==> src/rtl/mprj_checkpoint_monitor_pkg.sv <==
// Shared types for the checkpoint-sequence monitor.
// FSM state encoding and failure-reason codes.
package mprj_checkpoint_monitor_pkg;

  typedef enum logic [1:0] {
    ST_IDLE = 2'd0,
    ST_WAIT = 2'd1,
    ST_PASS = 2'd2,
    ST_FAIL = 2'd3
  } state_t;

  localparam logic [1:0] FAIL_NONE    = 2'd0;
  localparam logic [1:0] FAIL_TIMEOUT = 2'd1;
  localparam logic [1:0] FAIL_ORDER   = 2'd2;

endpackage

==> src/rtl/mprj_checkpoint_monitor_filter.sv <==
// Masked code compare plus STABLE-cycle glitch filter with re-arm.
// Ports: clk/rst, en (count), rearm, clr, checkbits, code, mask -> stable_hit.
module mprj_checkpoint_monitor_filter
  import mprj_checkpoint_monitor_pkg::*;
#(
  parameter int WIDTH  = 16,
  parameter int STABLE = 2
) (
  input  logic             wb_clk_i,
  input  logic             wb_rst_i,
  input  logic             en,
  input  logic             rearm,
  input  logic             clr,
  input  logic [WIDTH-1:0] checkbits,
  input  logic [WIDTH-1:0] code,
  input  logic [WIDTH-1:0] mask,
  output logic             stable_hit
);

  localparam int CW = (STABLE > 1) ? $clog2(STABLE) : 1;

  logic          match;
  logic          armed_q;
  logic [CW-1:0] cnt_q;

  assign match = ((checkbits ^ code) & mask) == '0;

  assign stable_hit = en & match & armed_q &
                      (cnt_q == CW'(STABLE - 1));

  // A filter that sees its code at a stage change is disarmed
  // until the bus leaves the code, so duplicates need a gap.
  always_ff @(posedge wb_clk_i) begin
    if (wb_rst_i) begin
      cnt_q   <= '0;
      armed_q <= 1'b1;
    end else if (rearm) begin
      cnt_q   <= '0;
      armed_q <= 1'b1;
    end else if (clr) begin
      cnt_q   <= '0;
      armed_q <= ~match;
    end else if (en) begin
      if (!match) begin
        cnt_q   <= '0;
        armed_q <= 1'b1;
      end else if (stable_hit) begin
        cnt_q   <= '0;
        armed_q <= 1'b0;
      end else if (armed_q) begin
        cnt_q <= cnt_q + CW'(1);
      end
    end
  end

endmodule

==> src/rtl/mprj_checkpoint_monitor.sv <==
// Checkpoint-sequence monitor: ordered codes, timeout, order check.
// Ports: wb clk/rst, arm/clear, checkbits, codes, mask -> busy/pass/fail/stage/adv/lat.
module mprj_checkpoint_monitor
  import mprj_checkpoint_monitor_pkg::*;
#(
  parameter int WIDTH     = 16,
  parameter int NUM_CKPT  = 3,
  parameter int CNT_W     = 28,
  parameter int TIMEOUT   = 200000,
  parameter int GLOBAL_TO = 0,
  parameter int STABLE    = 2,
  parameter int STRICT    = 1,
  localparam int SW = (NUM_CKPT > 1) ? $clog2(NUM_CKPT) : 1
) (
  input  logic                      wb_clk_i,
  input  logic                      wb_rst_i,
  input  logic                      arm_i,
  input  logic                      clear_i,
  input  logic [WIDTH-1:0]          checkbits_i,
  input  logic [NUM_CKPT*WIDTH-1:0] ckpt_codes_i,
  input  logic [WIDTH-1:0]          ckpt_mask_i,
  output logic                      busy_o,
  output logic                      pass_o,
  output logic                      fail_o,
  output logic [1:0]                fail_reason_o,
  output logic [SW-1:0]             stage_o,
  output logic                      stage_adv_o,
  output logic [CNT_W-1:0]          stage_lat_o
);

  state_t             state_q, state_d;
  logic [SW-1:0]      stage_q, stage_d;
  logic [CNT_W-1:0]   tcnt_q, tcnt_d;
  logic [CNT_W-1:0]   lat_q, lat_d;
  logic               adv_q, adv_d;
  logic               pass_q, pass_d;
  logic               fail_q, fail_d;
  logic [1:0]         reason_q, reason_d;

  logic [NUM_CKPT-1:0] hit;
  logic                cur_hit;
  logic                order_hit;
  logic                tout_hit;
  logic                last_stage;
  logic                adv_clr;
  logic                rearm;
  logic                in_wait;
  logic [CNT_W:0]      tcnt_inc;
  logic [CNT_W-1:0]    tcnt_sat;

  assign in_wait    = (state_q == ST_WAIT);
  assign rearm      = arm_i & ~clear_i;
  assign tcnt_inc   = {1'b0, tcnt_q} + (CNT_W+1)'(1);
  assign tcnt_sat   = (&tcnt_q) ? tcnt_q : tcnt_inc[CNT_W-1:0];
  assign tout_hit   = (TIMEOUT != 0) &&
                      (tcnt_inc == (CNT_W+1)'(TIMEOUT));
  assign last_stage = (stage_q == SW'(NUM_CKPT - 1));
  assign cur_hit    = hit[stage_q];

  for (genvar k = 0; k < NUM_CKPT; k++) begin : g_filt
    mprj_checkpoint_monitor_filter #(
      .WIDTH (WIDTH),
      .STABLE(STABLE)
    ) u_filt (
      .wb_clk_i  (wb_clk_i),
      .wb_rst_i  (wb_rst_i),
      .en        (in_wait),
      .rearm     (rearm),
      .clr       (adv_clr),
      .checkbits (checkbits_i),
      .code      (ckpt_codes_i[k*WIDTH +: WIDTH]),
      .mask      (ckpt_mask_i),
      .stable_hit(hit[k])
    );
  end

  // Any later stage seen stably while an earlier one is awaited.
  always_comb begin
    order_hit = 1'b0;
    for (int j = 0; j < NUM_CKPT; j++) begin
      if (STRICT != 0 && j > int'(stage_q) && hit[j]) begin
        order_hit = 1'b1;
      end
    end
  end

  always_comb begin
    state_d  = state_q;
    stage_d  = stage_q;
    tcnt_d   = tcnt_q;
    lat_d    = lat_q;
    adv_d    = 1'b0;
    pass_d   = pass_q;
    fail_d   = fail_q;
    reason_d = reason_q;
    adv_clr  = 1'b0;
    if (clear_i) begin
      state_d  = ST_IDLE;
      pass_d   = 1'b0;
      fail_d   = 1'b0;
      reason_d = FAIL_NONE;
    end else if (arm_i) begin
      state_d  = ST_WAIT;
      stage_d  = '0;
      tcnt_d   = '0;
      pass_d   = 1'b0;
      fail_d   = 1'b0;
      reason_d = FAIL_NONE;
    end else if (in_wait) begin
      tcnt_d = tcnt_sat;
      if (cur_hit) begin
        adv_d = 1'b1;
        lat_d = tcnt_sat;
        if (last_stage) begin
          state_d = ST_PASS;
          pass_d  = 1'b1;
        end else begin
          stage_d = stage_q + SW'(1);
          adv_clr = 1'b1;
          if (GLOBAL_TO == 0) begin
            tcnt_d = '0;
          end
        end
      end else if (order_hit) begin
        state_d  = ST_FAIL;
        fail_d   = 1'b1;
        reason_d = FAIL_ORDER;
      end else if (tout_hit) begin
        state_d  = ST_FAIL;
        fail_d   = 1'b1;
        reason_d = FAIL_TIMEOUT;
      end
    end
  end

  always_ff @(posedge wb_clk_i) begin
    if (wb_rst_i) begin
      state_q  <= ST_IDLE;
      stage_q  <= '0;
      tcnt_q   <= '0;
      lat_q    <= '0;
      adv_q    <= 1'b0;
      pass_q   <= 1'b0;
      fail_q   <= 1'b0;
      reason_q <= FAIL_NONE;
    end else begin
      state_q  <= state_d;
      stage_q  <= stage_d;
      tcnt_q   <= tcnt_d;
      lat_q    <= lat_d;
      adv_q    <= adv_d;
      pass_q   <= pass_d;
      fail_q   <= fail_d;
      reason_q <= reason_d;
    end
  end

  assign busy_o        = in_wait;
  assign pass_o        = pass_q;
  assign fail_o        = fail_q;
  assign fail_reason_o = reason_q;
  assign stage_o       = stage_q;
  assign stage_adv_o   = adv_q;
  assign stage_lat_o   = lat_q;

endmodule

==> config.mk <==
export PLATFORM = sky130hd
export DESIGN_NAME = mprj_checkpoint_monitor
export DESIGN_NICKNAME = d
export VERILOG_FILES = /design/src/rtl/mprj_checkpoint_monitor_pkg.sv /design/src/rtl/mprj_checkpoint_monitor_filter.sv /design/src/rtl/mprj_checkpoint_monitor.sv
export SDC_FILE = /design/constraint.sdc
export NUM_CORES = 1
export LEC_CHECK = 0
export ABC_AREA = 1
export BUFFER_PORTS_ARGS = -buffer_cell sky130_fd_sc_hd__buf_4
export CAP_MARGIN = 20
export CORE_AREA = 2 2 94 186
export DETAILED_ROUTE_END_ITERATION = 10
export DIE_AREA = 0 0 96 188
export SLEW_MARGIN = 5
export SYNTH_ARGS = -nofsm -noshare
export SYNTH_HDL_FRONTEND = slang
export SYNTH_SLANG_ARGS = --single-unit
==> constraint.sdc <==
create_clock -name wb_clk_i -period 1.82 [get_ports wb_clk_i]
set_input_delay 0.455 -clock wb_clk_i [delete_from_list [all_inputs] [get_ports wb_clk_i]]
set_output_delay 0.455 -clock wb_clk_i [all_outputs]
set_load 0.1 [all_outputs]
==> impl_metrics.json <==
{
  "antenna_cells": 0,
  "cp-start-kind": "input pin",
  "hp-class": "in -> reg",
  "via_per_inst": 4.96,
  "first_iter_violations": 278,
  "chipHeight_um": 188,
  "ys.warnings.count": 0,
  "wl_per_cell_um": 15.7,
  "yosysTopAreaCellShare": 0.290,
  "cp_slowest_cell": "nor2_2",
  "final_common_cell": "nand2_1",
  "synth_area_mm2": 0.00491,
  "numCtsBuffers": 9,
  "setup.worst_path.start": "ckpt_codes_i[14]",
  "drt_wl_total_mm": 20.5,
  "power_mw": 4.39,
  "synth_area_leaders": "dfxtp_1 29%, nand2_1 21%, nor2_1 11%",
  "path_cells": "buf_6 > or2_0 > nand3_1 > nand4_1 > nor2_2 > nand3_2 > nand2_2 > nand3_4 > nand2_4 > buf_12 > nand2_8 > buf_8 > or2_0 > a21oi_1",
  "die_area_mm2": 0.0180,
  "grt_use_total": 0.223,
  "cts_tree": "done",
  "worst_pin_slew_ns": 0.533,
  "dr_wl_met2_mm": 11.4,
  "rsz0062_at_grt": "yes",
  "synth_cells": 846,
  "critPathKind": "in -> reg",
  "synth_area_leader_cell": "dfxtp_1",
  "cpMostUsedCell": "or2_0",
  "fin_cells": 1302,
  "cts.path.max_buffers": 2,
  "regArea_mm2": 0.00144,
  "leakage_nw": 3.86,
  "drt-met1-wl_mm": 6.21,
  "ant_nets": 0,
  "critPathArrivalTime_ns": 2.39,
  "final.setup.worst_slack_ns": -0.299,
  "clock_sinks": 71,
  "ir_drop_uv": 481,
  "synth_seq_cells": 71,
  "syn2layout_area_growth_pct": 66.0,
  "utilization": 0.488,
  "top_layer_used": "met4",
  "dr.pass1.iters": 4,
  "reg2reg_depth": 14,
  "finalSetupViolCount": 62,
  "crit_end": "stage_lat_o[1]",
  "multi_input_area_mm2": 0.00352,
  "vias": 6455,
  "nNetsFinal": 1178,
  "cp.depth": 14,
  "hpwl_mm": 14.9,
  "clock.fmax_ghz": 0.472,
  "fill_cells": 1667,
  "avgSynthCellArea_um2": 5.80,
  "setup_tns_ns": -10.44,
  "cts-root-buf": "clkbuf_16",
  "gr-total-overflow": 0,
  "critPathMaxStageDelay_ns": 0.22,
  "setup.worst_path.end_class": "flip-flop",
  "finalCriticalPeriod_ns": 2.12,
  "clock_latency_ns": 0.35,
  "path_max_fanout": 8,
  "port_buffers": 119,
  "crit-reg2reg-launch": "state_q[1]",
  "ys_seq_area_frac": 0.290,
  "grt_pass1_wl_mm": 30.3,
  "skew_ns": 0.0109,
  "htreeDepth": 3,
  "fin_crit_sh": 1.16,
  "final_cell_mix": "246 x nand2_1, 224 x buf_4, 117 x nor2_1",
  "place.gp.congestion": 0.920,
  "worst-path-buf-inv": 3,
  "post-place-ws_ns": -0.533,
  "max_cap_violations": 0,
  "initial_core_util": 0.294,
  "die_x_um": 96,
  "core_mm2": 0.0167,
  "cp.required_ns": 2.09,
  "hold_buffers": 0,
  "cts.clk_slew.worst_paths_ns": 0.06,
  "ys.flop_type": "dfxtp_1",
  "finalHoldViolCount": 0,
  "outcome": "finished with violations",
  "synth_cell_types": 36,
  "path_delay_family": "simple AND/OR/NAND/NOR gates",
  "row_count": 67,
  "violations": "negative setup slack",
  "grt_max_degree": 39,
  "worstReg2RegEnd": "stage_lat_o[1]",
  "drc_errors": 0,
  "holdPathStages": 4,
  "relSlewSlack": 0.644,
  "drive_gt1_frac": 0.363,
  "antenna_found_initial": 0,
  "power_density_mw_per_mm2": 539,
  "async_flop_share": 0,
  "synth_fp_nets": 934,
  "synth_edf_count": 0,
  "io_pins": 120,
  "grt_pass1_vias": 6290,
  "dp.cells": 1256,
  "drv_slew": 0,
  "dr_wl_met3_mm": 1.24,
  "reg2reg_slack_ns": -0.25
}
## state kept, by name, indices dropped and copies added, names as in the netlist
name / count
g_filt.u_filt.cnt_q: 3
stage_lat_o: 28
fail_reason_o: 2
state_q: 2
stage_adv_o: 1
g_filt.u_filt.armed_q: 3
fail_o: 1
tcnt_q: 28
pass_o: 1
stage_o: 2
## timing repair
item | CTS | global route
gates resized for setup | 104 | 70
pin swaps | 35 | 32
cloned | 4 | 2
setup buffers | 22 | 7
endpoints found under the setup margin | 69 | 71
## cells in the mapped netlist (3+ instances only)
| cell type | instances |
|---|---|
| a21oi_1 | 46 |
| buf_1 | 4 |
| buf_4 | 4 |
| buf_6 | 3 |
| clkbuf_1 | 11 |
| dfxtp_1 | 71 |
| ha_1 | 4 |
| inv_1 | 90 |
| nand2_1 | 272 |
| nand3_1 | 74 |
| nand3b_1 | 8 |
| nand4_1 | 39 |
| nor2_1 | 138 |
| nor2_4 | 3 |
| o21ai_0 | 30 |
| o21ai_1 | 4 |
| or2_0 | 4 |
| or2_1 | 7 |
| or2_2 | 5 |
| xor2_1 | 6 |
## metrics by stage
stage | instance area (um2) | hold slack [ns]
4_1_cts | 7820 | 0.429
6_report | 8150 | 0.430
3_3_place_gp | 6860 | 0.435
2_1_floorplan | 4980 | 0.435
3_5_place_dp | 6860 | 0.447
5_1_grt | 8150 | 0.462
## layout make-up
| cell class | count | share of cell area |
|---|---|---|
| multi-input cells | 658 | 0.432 |
| repair buffers | 257 | 0.276 |
| flip-flops and latches | 71 | 0.177 |
| inverters | 93 | 0.0452 |
| well taps | 207 | 0.0318 |
| clock buffers | 12 | 0.0316 |
| clock inverters | 4 | 0.00645 |
## how the worst min path moves through the flow
stage                           from          endpoint  slack, ns
global route                   arm_i  fail_reason_o[0]       0.46
CTS                            arm_i  fail_reason_o[0]       0.43
finish                         arm_i  fail_reason_o[0]       0.43
detailed placement  fail_reason_o[0]  fail_reason_o[0]       0.45
global placement    fail_reason_o[0]  fail_reason_o[0]       0.43
floorplan                 state_q[1]        state_q[1]       0.44
## worst reg2reg max path, cell delays in order, from the launching register on
cell and delay, ns:
dfxtp_1 0.29, inv_1 0.06, nand2_1 0.13, clkinv_4 0.10, nand2_1 0.06, nor2_1 0.20, nand3_2 0.13, nand2_2 0.11
nand3_4 0.09, nand2_4 0.10, buf_12 0.11, nand2_8 0.09, buf_8 0.18, or2_0 0.22, a21oi_1 0.14
## per-layer routing
metal / vias up / GRT usage
met5: - / 0
met4: 0 / 0.170
met2: 226 / 0.426
met3: 91 / 0.0458
met1: 2933 / 0.185
li1: 3205 / -
## report_power, final
| part | internal [mW] | switching (mW) |
|---|---|---|
| combinational | 0.403 | 0.562 |
| clock | 1.15 | 0.686 |
| sequential | 1.57 | 0.0178 |
| total | 3.12 | 1.27 |
## logic make-up (layout without fill, tap and decap cells)
logic type                 count (synthesis)  in the layout  share of synthesized area
and+or+nand+nor                          562            562                      0.500
AOI/OAI and AO/OA                         83             83                     0.0862
muxes                                      1              1                    0.00204
DFF                                       71             71                      0.290
adders and majority gates                  4              4                     0.0102
xor gates and xnor gates                   8              8                     0.0143
buffers and inverters                    117            366                     0.0977
Note: power is estimated with default switching activity, not from simulation.
